## src/rtl/fetch_pkg.sv

```systemverilog
// Shared types and constants for the instruction fetch unit.
package fetch_pkg;

    typedef enum logic {FETCH, VALID} fetch_state_t;

    localparam int unsigned INSTR_WIDTH = 32;
    localparam int unsigned WORD_BYTES  = 4;
    localparam logic [INSTR_WIDTH-1:0] NOP = 32'h0000_0000;

endpackage

```

## src/rtl/instruction_fetch_unit.sv

```systemverilog
// PC register and fetch sequencer: holds the address for MEM_LATENCY clocks, captures the
// returned word and presents it to decode over valid/ready; redirects override everything.
module instruction_fetch_unit
    import fetch_pkg::*;
#(
    parameter int unsigned            ADDR_WIDTH  = 32,
    parameter logic [ADDR_WIDTH-1:0]  RESET_PC    = '0,
    parameter int unsigned            MEM_LATENCY = 6
) (
    input  logic                   clock,
    input  logic                   reset,
    output logic [ADDR_WIDTH-1:0]  address,
    input  logic [INSTR_WIDTH-1:0] instruction,
    input  logic                   redirect_valid,
    input  logic [ADDR_WIDTH-1:0]  redirect_target,
    input  logic                   out_ready,
    output logic                   out_valid,
    output logic [INSTR_WIDTH-1:0] out_instruction,
    output logic [ADDR_WIDTH-1:0]  out_pc,
    output logic                   align_fault,
    output logic [31:0]            fetch_count
);

    localparam int unsigned      CntW    = $clog2(MEM_LATENCY + 1);
    localparam logic [CntW-1:0]  CntLast = CntW'(MEM_LATENCY - 1);

    fetch_state_t           state_q, state_d;
    logic [ADDR_WIDTH-1:0]  pc_q, pc_d;
    logic [CntW-1:0]        cnt_q, cnt_d;
    logic                   out_valid_q, out_valid_d;
    logic [INSTR_WIDTH-1:0] out_instr_q, out_instr_d;
    logic [ADDR_WIDTH-1:0]  out_pc_q, out_pc_d;
    logic                   fault_q, fault_d;
    logic [31:0]            fetch_count_q, fetch_count_d;
    logic                   handshake;

    assign handshake = (state_q == VALID) && out_valid_q && out_ready;

    always_comb begin
        state_d       = state_q;
        pc_d          = pc_q;
        cnt_d         = cnt_q;
        out_valid_d   = out_valid_q;
        out_instr_d   = out_instr_q;
        out_pc_d      = out_pc_q;
        fault_d       = 1'b0;
        fetch_count_d = handshake ? fetch_count_q + 32'd1 : fetch_count_q;

        // A redirect still lets a coincident handshake retire; only the next PC changes.
        if (redirect_valid) begin
            pc_d        = {redirect_target[ADDR_WIDTH-1:2], 2'b00};
            cnt_d       = '0;
            out_valid_d = 1'b0;
            state_d     = FETCH;
            fault_d     = |redirect_target[1:0];
        end else begin
            unique case (state_q)
                FETCH: begin
                    if (cnt_q == CntLast) begin
                        out_instr_d = instruction;
                        out_pc_d    = pc_q;
                        out_valid_d = 1'b1;
                        cnt_d       = '0;
                        state_d     = VALID;
                    end else begin
                        cnt_d = cnt_q + CntW'(1);
                    end
                end
                VALID: begin
                    if (handshake) begin
                        pc_d        = pc_q + ADDR_WIDTH'(WORD_BYTES);
                        out_valid_d = 1'b0;
                        state_d     = FETCH;
                    end
                end
            endcase
        end
    end

    always_ff @(posedge clock or posedge reset) begin
        if (reset) begin
            state_q       <= FETCH;
            pc_q          <= RESET_PC;
            cnt_q         <= '0;
            out_valid_q   <= 1'b0;
            out_instr_q   <= NOP;
            out_pc_q      <= '0;
            fault_q       <= 1'b0;
            fetch_count_q <= '0;
        end else begin
            state_q       <= state_d;
            pc_q          <= pc_d;
            cnt_q         <= cnt_d;
            out_valid_q   <= out_valid_d;
            out_instr_q   <= out_instr_d;
            out_pc_q      <= out_pc_d;
            fault_q       <= fault_d;
            fetch_count_q <= fetch_count_d;
        end
    end

    assign address         = pc_q;
    assign out_valid       = out_valid_q;
    assign out_instruction = out_instr_q;
    assign out_pc          = out_pc_q;
    assign align_fault     = fault_q;
    assign fetch_count     = fetch_count_q;

endmodule

```

## config.mk

```make
export PLATFORM = sky130hd
export DESIGN_NAME = instruction_fetch_unit
export DESIGN_NICKNAME = d
export VERILOG_FILES = /design/src/rtl/fetch_pkg.sv /design/src/rtl/instruction_fetch_unit.sv
export SDC_FILE = /design/constraint.sdc
export NUM_CORES = 1
export LEC_CHECK = 0
export CORE_MARGIN = 8
export CORE_UTILIZATION = 41
export DETAILED_ROUTE_END_ITERATION = 7
export HOLD_SLACK_MARGIN = 0.08
export PLACE_DENSITY = 0.7
export SLEW_MARGIN = 20
export SYNTH_ARGS = -nofsm -noshare
export SYNTH_HDL_FRONTEND = slang
export SYNTH_SLANG_ARGS = --single-unit
```

## constraint.sdc

```tcl
create_clock -name clock -period 5.18 [get_ports clock]
set_input_delay 1.036 -clock clock [delete_from_list [all_inputs] [get_ports clock]]
set_output_delay 1.036 -clock clock [all_outputs]
set_load 0.1 [all_outputs]
```

Word level (Yosys, flattened, before mapping):

Index checks and enable logic that the tools add are counted.

* register bits: 134

* bitwise operators: 2
* eq/ne operators: 4
* add/subtract/negate cells: 3
* muxes and demuxes: 15
* reductions and logical operators: 8

Operators with widths (number)
* 2-to-1 mux 32 bit: 3
* adder 32 x 1 -> 32 bit, second input constant: 1
* adder 32 x 3 -> 32 bit, second input constant: 1
* 2-to-1 mux 3 bit: 3
* 2-to-1 mux 1 bit: 7
* one-hot mux 1 bit (2 select lines): 2
* AND reduction 2 bit: 2
* nonzero test 2 bit: 2
* adder 3 x 1 -> 3 bit, second input constant: 1
* equality test 3 bit, second input constant: 1
* != test 3 x 2 -> 1 bit, second input constant: 1
* != test 3 bit, second input constant: 1
* AND reduction 3 bit: 1
* logical AND 1 bit: 2
* != test 2 bit, second input constant: 1
* inverter 1 bit: 2
* OR reduction 2 bit: 1

Depth between registers and ports, before layout:

Gate-level depths: netlist of run 1.

* word-level depth: 5
* gate-level depth with buffers: 7

Least setup slack after synthesis of run 1:

No wires, ideal clock.

* kind: register to register
* start: reg pc_q[2] (netlist: address[2])
* end: reg pc_q[28] (netlist: address[28])
* library setup time: 0.082 ns
* stages on the path, launching flop included: 8
* period minus slack after synthesis: 2.487 ns
* buffers on the path: 2
* setup slack: 2.693 ns
* data required time: 5.098 ns
* arrival: 2.405 ns
* cell sequence: dfrtp_1 -> ha_1 -> and4_1 -> buf_4 -> nand4_1 -> buf_2 -> or4_1 -> a31oi_1

* longest elaborated chain between the ends: 4

RTL lines
* start, declared: RTL line instruction_fetch_unit.sv:28 `logic [ADDR_WIDTH-1:0] pc_q, pc_d;`
* start signal, assigned: RTL line instruction_fetch_unit.sv:92 `pc_q <= pc_d;`
* adder 32 x 3 -> 32 bit: RTL line instruction_fetch_unit.sv:71 `pc_d = pc_q + ADDR_WIDTH'(WORD_BYTES);`
* 2-to-1 mux 32 bit: RTL line instruction_fetch_unit.sv:70 `if (handshake) begin`
* 2-to-1 mux 32 bit: RTL line instruction_fetch_unit.sv:57 `unique case (state_q)`
* 2-to-1 mux 32 bit: RTL line instruction_fetch_unit.sv:50 `if (redirect_valid) begin`

Every way passes these cells. The select of a mux whose other input is x is not followed.
A chain may end at the register's enable or synchronous reset.

Final worst setup path of run 1:

* start: reg pc_q[8] (netlist: address[8])
* end: out address[8]

RTL lines
* end, declared: RTL line instruction_fetch_unit.sv:12 `output logic [ADDR_WIDTH-1:0] address,`

No word-level cell between the ends.

==> results of run 1 <==
[placed cells by master, fill, tap and decap left out, types with 16 or more instances in the layout]
cell             Yosys  routed
clkdlybuf4s50_1      0     193
dfrtp_1            130     130
mux2_2              59      59
nand2_1             40      39
nand3_1             31      31
nor2_1              24      24
xnor2_1             23      23
xor2_1              18      18
clkbuf_16            0      17
o21ai_0             16      16
or4_1               16      16
[cell type report]
class | count | area (sq um)
Multi-Input combinational cell | 336 | 2390
Timing Repair Buffer | 198 | 1970
Fill cell | 1095 | 5340
Clock inverter | 10 | 156
Inverter | 6 | 25.0
Clock buffer | 21 | 470
Tap cell | 180 | 225
Sequential cell | 130 | 3250
[synth_stat cells, types with 2 or more instances]
| library cell | count | share of area |
|---|---|---|
| inv_1 | 5 | 0.0032 |
| ha_1 | 2 | 0.0043 |
| buf_2 | 6 | 0.0052 |
| mux2_2 | 59 | 0.11 |
| or3_1 | 3 | 0.0032 |
| xnor2_1 | 23 | 0.035 |
| nand4_1 | 14 | 0.015 |
| nor2_1 | 24 | 0.016 |
| a31oi_1 | 14 | 0.015 |
| o21ai_0 | 16 | 0.014 |
| nand3_1 | 31 | 0.027 |
| o211ai_1 | 5 | 0.0065 |
| and4_1 | 11 | 0.017 |
| and3_1 | 10 | 0.011 |
| xor2_1 | 18 | 0.027 |
| clkbuf_1 | 11 | 0.0071 |
| nand4_2 | 2 | 0.0043 |
| and2_1 | 4 | 0.0043 |
| a21oi_1 | 3 | 0.0026 |
| dfrtp_1 | 130 | 0.56 |
| buf_6 | 2 | 0.0039 |
| nor4_1 | 8 | 0.0086 |
| nand2_1 | 40 | 0.026 |
| nor3_1 | 5 | 0.0043 |
| o31a_1 | 2 | 0.0030 |
| buf_4 | 7 | 0.0091 |
| nand2b_1 | 3 | 0.0032 |
| o31ai_1 | 11 | 0.014 |
| or4_1 | 16 | 0.021 |
[sequential cells by signal, indices dropped and copies added, names as in the netlist]
name             count
address             30
fetch_count         32
out_valid            1
cnt_q                3
out_pc              30
state_q              1
out_instruction     32
align_fault          1
[report_power, final]
group | leakage, nW | switching (mW) | internal (mW)
Combinational | 1.66 | 1.12 | 0.349
Clock | 0.309 | 0.425 | 0.838
Sequential | 1.70 | 0.0957 | 1.15
[worst paths after layout]
kind | end | slack, ns | from | depth (start not counted)
min in group asynchronous | out_pc[27] | 1.17 | reset | 2
worst max-delay path | address[8] | 1.99 | address[8] | 1
worst min register to register | fetch_count[31] | 0.47 | fetch_count[31] | 1
max in group asynchronous | fetch_count[25] | 2.98 | reset | 3
worst max register to register | address[30] | 2.69 | address[2] | 5
worst min-delay path | fetch_count[31] | 0.47 | fetch_count[31] | 1
[worst register-to-register path, stage by stage, from the launching register on]
cell and delay [ns]:
dfrtp_1 0.47, ha_1 0.18, and4_1 0.41, nand4_1 0.49
or4_1 0.64, a31oi_1 0.20
[cell families (layout without fill, tap and decap cells)]
logic type,count (synthesis),count (layout),synth area share
flip-flops,130,130,0.561
XOR/XNOR,41,41,0.0619
other,1,4,0.000646
buffers and inverters,33,235,0.0298
multiplexers,60,60,0.116
adder cells (fa/ha/maj),2,2,0.00431
AND/OR/NAND/NOR,177,177,0.170
AO/OA/AOI/OAI,52,52,0.0565
[metal layers]
layer  global-route usage  share of wire  vias to the layer above
met5                    0              0                        -
met4               0.0660          0.015                        0
met3               0.0635          0.080                       20
met2                0.304           0.50                      148
met1                0.209           0.41                     2337
li1                     -              -                     2181
==> run metrics, run 1 <==
initial core utilization=0.420; outcome=complete, no violations; largest net degree at the start of global routing=between 70 and 80; Post-synth EDFFs=0; DRT Pass-1 Iters=4; detailed placer's ending HPWL=12000 microns; Sink Count=130; Max Clock Freq=0.313 GHz; VDD IR max=~320 uV; number of buffers added on ports=193; crit path time final=3.19 ns; WS Path Type=reg -> out; CTS Buf Count=17; Non-Filler Instances=881; crit path buf inv count=1; relative slew slack=0.311; chip height=135 microns; sequential fraction of the synthesis area=0.561; H-tree depth=4; CP Capture Type=output port; GR Util All Layers=0.181; # diodes=0; cell family with most CP delay=buffers and inverters; CP max stage delay=1.22 ns; first-pass GRT wire length=26100 microns; clock root buffer=clkbuf_16; CTS tree=built; crit path DAT=2.16 ns; vias per cell=5.32; Final ANT Viol Nets=0; layout cells sized above 1=0.144; clk slew on worst S/H paths=0.06 ns; Ports=198; post-synthesis async set-or-reset flop share=1.00; Final Hold Vio Count=0; post-CTS setup buffers=0; synthesized area per cell=11.7 sq um; Vias=4686; RSZ-0062 raised after global routing=false; #FFs+latches synth=between 100 and 150; worst clock skew=0.00639 ns; slowest stage cell, crit path=clkdlybuf4s50_1; Post-Syn Area=~5800 sq um; pwr/cell area=approximately 470 nW/um^2; DP Area=between 7000 and 8000 sq um; setup ws final=1.99 ns; Mapped Cells=496; vias in the first global route=roughly 4900; Final Core Density=0.614; Cells after DPL=850; leakage=about 3.7 nW; setup total negative slack=0 ns; Critical Path Fanout Max=8; actual slew at the worst max-slew pin=just over 1 ns; clk_lat worst skew=0.41 ns; Main synth FF type=dfrtp_1; pre-CTS setup slack=1.75 ns; Iter 0 DRT Violations=248; Worst Path Required=4.14 ns; Post-CTS Hold Buffers=0; initial antenna violation count=0; Core Box Area=~14000 sq um; Max Cap Viol=0; worst hold path class=reg -> reg; Die Span X=135 microns; row count=43; Final setup viols=0; per-cell routed wire length=between 15 and 20 microns; Critical Path Source Type=register; # resized after CTS=0; Routability Congestion=0.777; post-route cell area=8490 sq um; Die Area=18200 sq um; critical path, cell by cell=clkdlybuf4s50_1; fin crit share=0.617; total power=approximately 4.0 mW; Max Root-Sink Buffers=2; Min Hold Slack=around 0.47 ns; drt drc=0; total length of routed wires=16300 microns; max-slew violation count=0; # nets final=around 760; Netlist cell types=40; gr ovfl total=0; Synth Warn #=0; P&R area growth vs syn=46.3%
Note: power is estimated with default switching activity, not from simulation.
==> run 2: changes to the inputs <==
--- a/config.mk
+++ b/config.mk
@@ -9,7 +9,7 @@
 export CORE_UTILIZATION = 41
 export DETAILED_ROUTE_END_ITERATION = 7
 export HOLD_SLACK_MARGIN = 0.08
-export PLACE_DENSITY = 0.7
+export PLACE_DENSITY = 0.73
 export SLEW_MARGIN = 20
 export SYNTH_ARGS = -nofsm -noshare
 export SYNTH_HDL_FRONTEND = slang
==> constraint.sdc (replaced) <==
create_clock -name clock -period 2.85 [get_ports clock]
set_input_delay 0.57 -clock clock [delete_from_list [all_inputs] [get_ports clock]]
set_output_delay 0.57 -clock clock [all_outputs]
set_load 0.1 [all_outputs]
==> run metrics, run 2 (synthesis results as in run 1) <==
outcome=complete, no violations; Worst Path Required=3.18 ns (-0.96 ns); P&R area growth vs syn=42.3%; worst clock skew=0.00671 ns (+0.000315 ns); max-slew violation count=0 (unchanged); initial core utilization=0.420 (unchanged); layout cells sized above 1=0.332 (+0.188); # resized after CTS=0 (unchanged); Die Area=18200 sq um (unchanged); Critical Path Source Type=primary input; DP Area=7630 sq um (-2.9%); setup total negative slack=0 ns (unchanged); first-pass GRT wire length=24800 microns (-5.1%); WS Path Type=in -> reg; Post-CTS Hold Buffers=0 (unchanged); crit path DAT=2.41 ns (+0.25 ns); vias in the first global route=4725 (-3.1%); Vias=4654 (-0.68%); post-CTS setup buffers=0 (unchanged); Final Hold Vio Count=0 (unchanged); initial antenna violation count=0 (unchanged); H-tree depth=4 (unchanged); Min Hold Slack=0.477 ns (+0.00350 ns); VDD IR max=434 uV (+35%); post-route cell area=8260 sq um (-2.8%); clock root buffer=clkbuf_16; Max Clock Freq=0.480 GHz; leakage=3.90 nW (+6.2%); crit path time final=2.08 ns; # nets final=765 (+0.79%); most common cell after layout, fill and taps aside=buf_4; Max Root-Sink Buffers=2 (unchanged); fill count=1158 (+5.8%); drt drc=0 (unchanged); Critical Path Fanout Max=7 (-1); RSZ-0062 raised after global routing=false; chip height=135 microns (unchanged); Routability Congestion=0.793 (+2.0%); Final ANT Viol Nets=0 (unchanged); Iter 0 DRT Violations=246 (-0.81%); worst hold path class=reg -> reg; clk slew on worst S/H paths=0.06 ns (about the same); CTS Buf Count=17 (unchanged); GR Util All Layers=0.174 (-0.00687); DRT Pass-1 Iters=4 (unchanged); fin crit share=0.731; Sink Count=130 (unchanged); Ports=198 (unchanged); detailed placer's ending HPWL=11800 microns (-1.4%); relative slew slack=0.486 (+0.175); clk_lat worst skew=0.41 ns (about the same); CTS tree=built; Die Span X=135 microns (unchanged); row count=43 (unchanged); CP Capture Type=register; number of buffers added on ports=193 (unchanged); Final setup viols=0 (unchanged); vias per cell=5.24 (-1.6%); Max Cap Viol=0 (unchanged); pwr/cell area=859 nW/um^2 (+83%); gr ovfl total=0 (unchanged); most frequent cells in the layout=buf_4 (134), dfrtp_1 (130), clkdlybuf4s50_1 (67), mux2_2 (59), nand2_1 (39); Core Box Area=13800 sq um (unchanged); Non-Filler Instances=889 (+0.91%); largest net degree at the start of global routing=89 (+22%); total length of routed wires=15800 microns (-3.2%); actual slew at the worst max-slew pin=0.765 ns (-0.265 ns); per-cell routed wire length=17.8 microns (-4.1%); Cells after DPL=856 (+0.71%)
run 2: cell types whose count changed in the layout (fill, tap and decap cells not counted), moves of 2 or more:
cell / previous run / this run
buf_4: 5 / 134
clkdlybuf4s50_1: 193 / 67
clkinvlp_4: 1 / 6
buf_12: 0 / 3
clkinv_2: 4 / 2
run 2: worst paths after layout:
| check | start | endpoint | slack, ns | depth (start not counted) |
|---|---|---|---|---|
| worst max register to register | address[5] | address[31] | 0.86 | 4 |
| max in group asynchronous | reset | out_instruction[15] | 1.77 | 3 |
| worst min-delay path | fetch_count[31] | fetch_count[31] | 0.48 | 1 |
| worst max-delay path | out_ready | fetch_count[27] | 0.77 | 6 |
| min in group asynchronous | reset | out_pc[29] | 0.65 | 3 |
| worst min register to register | fetch_count[31] | fetch_count[31] | 0.48 | 1 |
run 2: per-stage QoR:
step | setup slack [ns] | utilization | total power, mW
final | 0.767 | 0.597 | 7.09
after global routing | 0.662 | 0.597 | 7.34
after CTS | 0.787 | 0.597 | 7.17
after detailed placement | 0.355 | 0.552 | 4.90
after global placement | 0.430 | 0.552 | 4.87
after floorplan | 0.363 | - | 4.27
run 2: layout make-up:
| class | count | area (sq um) | area share |
|---|---|---|---|
| multi-input cells | 336 | 2390 | 0.289 |
| inverters | 6 | 26.3 | 0.00318 |
| flip-flops and latches | 130 | 3250 | 0.394 |
| clock inverters | 12 | 155 | 0.0188 |
| repair buffers | 204 | 1740 | 0.210 |
| well taps | 180 | 225 | 0.0273 |
| clock buffers | 20 | 467 | 0.0565 |
| diodes | 1 | 2.50 | 0.000303 |
run 2: power breakdown:
part,switching [mW],internal (mW)
sequential,0.170,2.08
combinational,2.04,0.557
clock,0.792,1.44
total,3.01,4.08
run 2: critical path, stage by stage:
cell and delay [ns]:
clkdlybuf4s50_1 0.51, and3_1 0.28, buf_4 0.17, nand3_1 0.25, nor4b_1 0.43, xor2_1 0.19
run 2: layer usage:
| metal | vias up | global-route usage | share of wire |
|---|---|---|---|
| met5 | - | 0 | 0 |
| met3 | 20 | 0.0713 | 0.092 |
| met4 | 0 | 0.0654 | 0.015 |
| li1 | 2197 | - | - |
| met2 | 155 | 0.288 | 0.49 |
| met1 | 2282 | 0.197 | 0.40 |
==> run 3: changes to the inputs <==
==> constraint.sdc (replaced) <==
create_clock -name clock -period 1.9 [get_ports clock]
set_input_delay 0.38 -clock clock [delete_from_list [all_inputs] [get_ports clock]]
set_output_delay 0.38 -clock clock [all_outputs]
set_load 0.1 [all_outputs]
==> run metrics, run 3 (synthesis results as in run 1) <==
outcome=complete, no violations; detailed placer's ending HPWL=12700 microns (+7.8%); Die Area=18200 sq um (unchanged); row count=43 (unchanged); Vias=4817 (+3.5%); clk_lat worst skew=0.41 ns (about the same); RSZ-0062 raised after global routing=false; Final Core Density=0.691 (+0.0944); Core Box Area=13800 sq um (unchanged); DRT Pass-1 Iters=4 (unchanged); Worst Path Required=2.22 ns (-0.96 ns); WS Path Type=reg -> reg; worst hold path class=in -> async; crit path DAT=2.15 ns (-0.26 ns); Final Hold Vio Count=0 (unchanged); Ports=198 (unchanged); CP Capture Type=register; relative slew slack=0.636 (+0.151); fill count=980 (-15%); vias per cell=5.23 (about the same); worst clock skew=0.00716 ns (+0.000454 ns); chip height=135 microns (unchanged); Max Cap Viol=0 (unchanged); # nets final=798 (+4.3%); pwr/cell area=1170 nW/um^2 (+36%); initial antenna violation count=0 (unchanged); most common cell after layout, fill and taps aside=buf_4; Critical Path Fanout Max=9 (+2); fin crit share=0.962; first-pass GRT wire length=27300 microns (+10%); area occupied by multi-input gates=2490 sq um (+4.2%); most frequent cells in the layout=buf_4 (98), dfrtp_1 (77), buf_12 (72), clkdlybuf4s50_1 (67), mux2_2 (59); register area=3320 sq um (+2.0%); Critical Path Source Type=register; H-tree depth=4 (unchanged); clk slew on worst S/H paths=0.06 ns (about the same); post-route cell area=9560 sq um (+16%); crit path time final=1.83 ns; DP Area=8890 sq um (+17%); Final setup viols=0 (unchanged); largest net degree at the start of global routing=74 (-17%); layout cells sized above 1=0.451 (+0.119); number of buffers added on ports=193 (unchanged); gr ovfl total=0 (unchanged); GR Util All Layers=0.188 (+0.0137); Final ANT Viol Nets=0 (unchanged); Iter 0 DRT Violations=230 (-6.5%); initial core utilization=0.420 (unchanged); total length of routed wires=17000 microns (+7.6%); clock root buffer=clkbuf_16; actual slew at the worst max-slew pin=0.541 ns (-0.224 ns); VDD IR max=869 uV (+100%); Die Span X=135 microns (unchanged); CTS tree=built; Max Clock Freq=0.547 GHz; # diodes=0 (-1); leakage=4.25 nW (+9.1%); max-slew violation count=0 (unchanged); drt drc=0 (unchanged); Post-CTS Hold Buffers=0 (unchanged); per-cell routed wire length=18.5 microns (+3.8%); Max Root-Sink Buffers=2 (unchanged); Sink Count=130 (unchanged); CTS Buf Count=17 (unchanged); P&R area growth vs syn=64.8%; Routability Congestion=0.826 (+4.2%); vias in the first global route=5215 (+10%)
[run 3: cell count changes in the layout (fill, tap and decap cells not counted), sizes merged]
cell	before	now
diode	1	0
inv	5	4
clkbuf	20	18
bufinv	3	5
buf	137	170
clkinv	4	5
[run 3: worst max-delay path, cell delays in order (launching register included)]
cell and delay, ns:
dfrtp_2 0.43, and4_1 0.34, nand4_1 0.11, buf_4 0.19, or4_1 0.46, a31oi_1 0.21
[run 3: per-stage QoR]
| stage | total power [mW] | cells | hold WS [ns] | setup WS (ns) | setup TNS, ns |
|---|---|---|---|---|---|
| CTS | 11.3 | 919 | 0.429 | 0.0566 | 0 |
| global route | 11.5 | 921 | 0.433 | 0.0136 | 0 |
| floorplan | 6.41 | 499 | 0.500 | -0.244 | -20.98 |
| global placement | 7.62 | 887 | 0.475 | -0.193 | -3.64 |
| detailed placement | 7.68 | 887 | 0.477 | -0.282 | -4.94 |
| finish | 11.2 | 921 | 0.423 | 0.0731 | 0 |
[run 3: area by class of cell]
cell class | instances | share of cell area
sequential | 130 | 0.347
timing repair buffer | 237 | 0.298
multi-input combinational | 336 | 0.261
clock buffer | 18 | 0.0459
tap | 180 | 0.0236
clock inverter | 14 | 0.0221
inverter | 6 | 0.00275
[run 3: path summary, 6_finish.rpt]
check	from	endpoint	slack, ns	cells past startpoint
max in group asynchronous	reset	address[7]	1.09	3
setup reg to reg	address[12]	address[24]	0.07	5
min in group clock	out_pc[18]	out_pc[18]	0.49	2
setup / recovery	address[12]	address[24]	0.07	5
hold / removal	reset	out_instruction[22]	0.42	3
hold reg to reg	out_pc[18]	out_pc[18]	0.49	2
[run 3: routing by layer]
metal,wire length [microns],up-vias,global-route usage
li1,-,2260,-
met3,1330,18,0.0710
met5,0,-,0
met2,8890,157,0.321
met4,295,0,0.0783
met1,6470,2382,0.205
[run 3: power by group]
group / total [mW] / switching [mW] / internal [mW]
Clock: 3.55 / 1.19 / 2.35
Sequential: 3.40 / 0.264 / 3.13
Combinational: 4.22 / 3.13 / 1.09
Total: 11.2 / 4.59 / 6.58
[run 3: timing repair]
action,in CTS,in global routing
buffers inserted,0,2
resized for setup,0,1
setup endpoints to repair,0,2
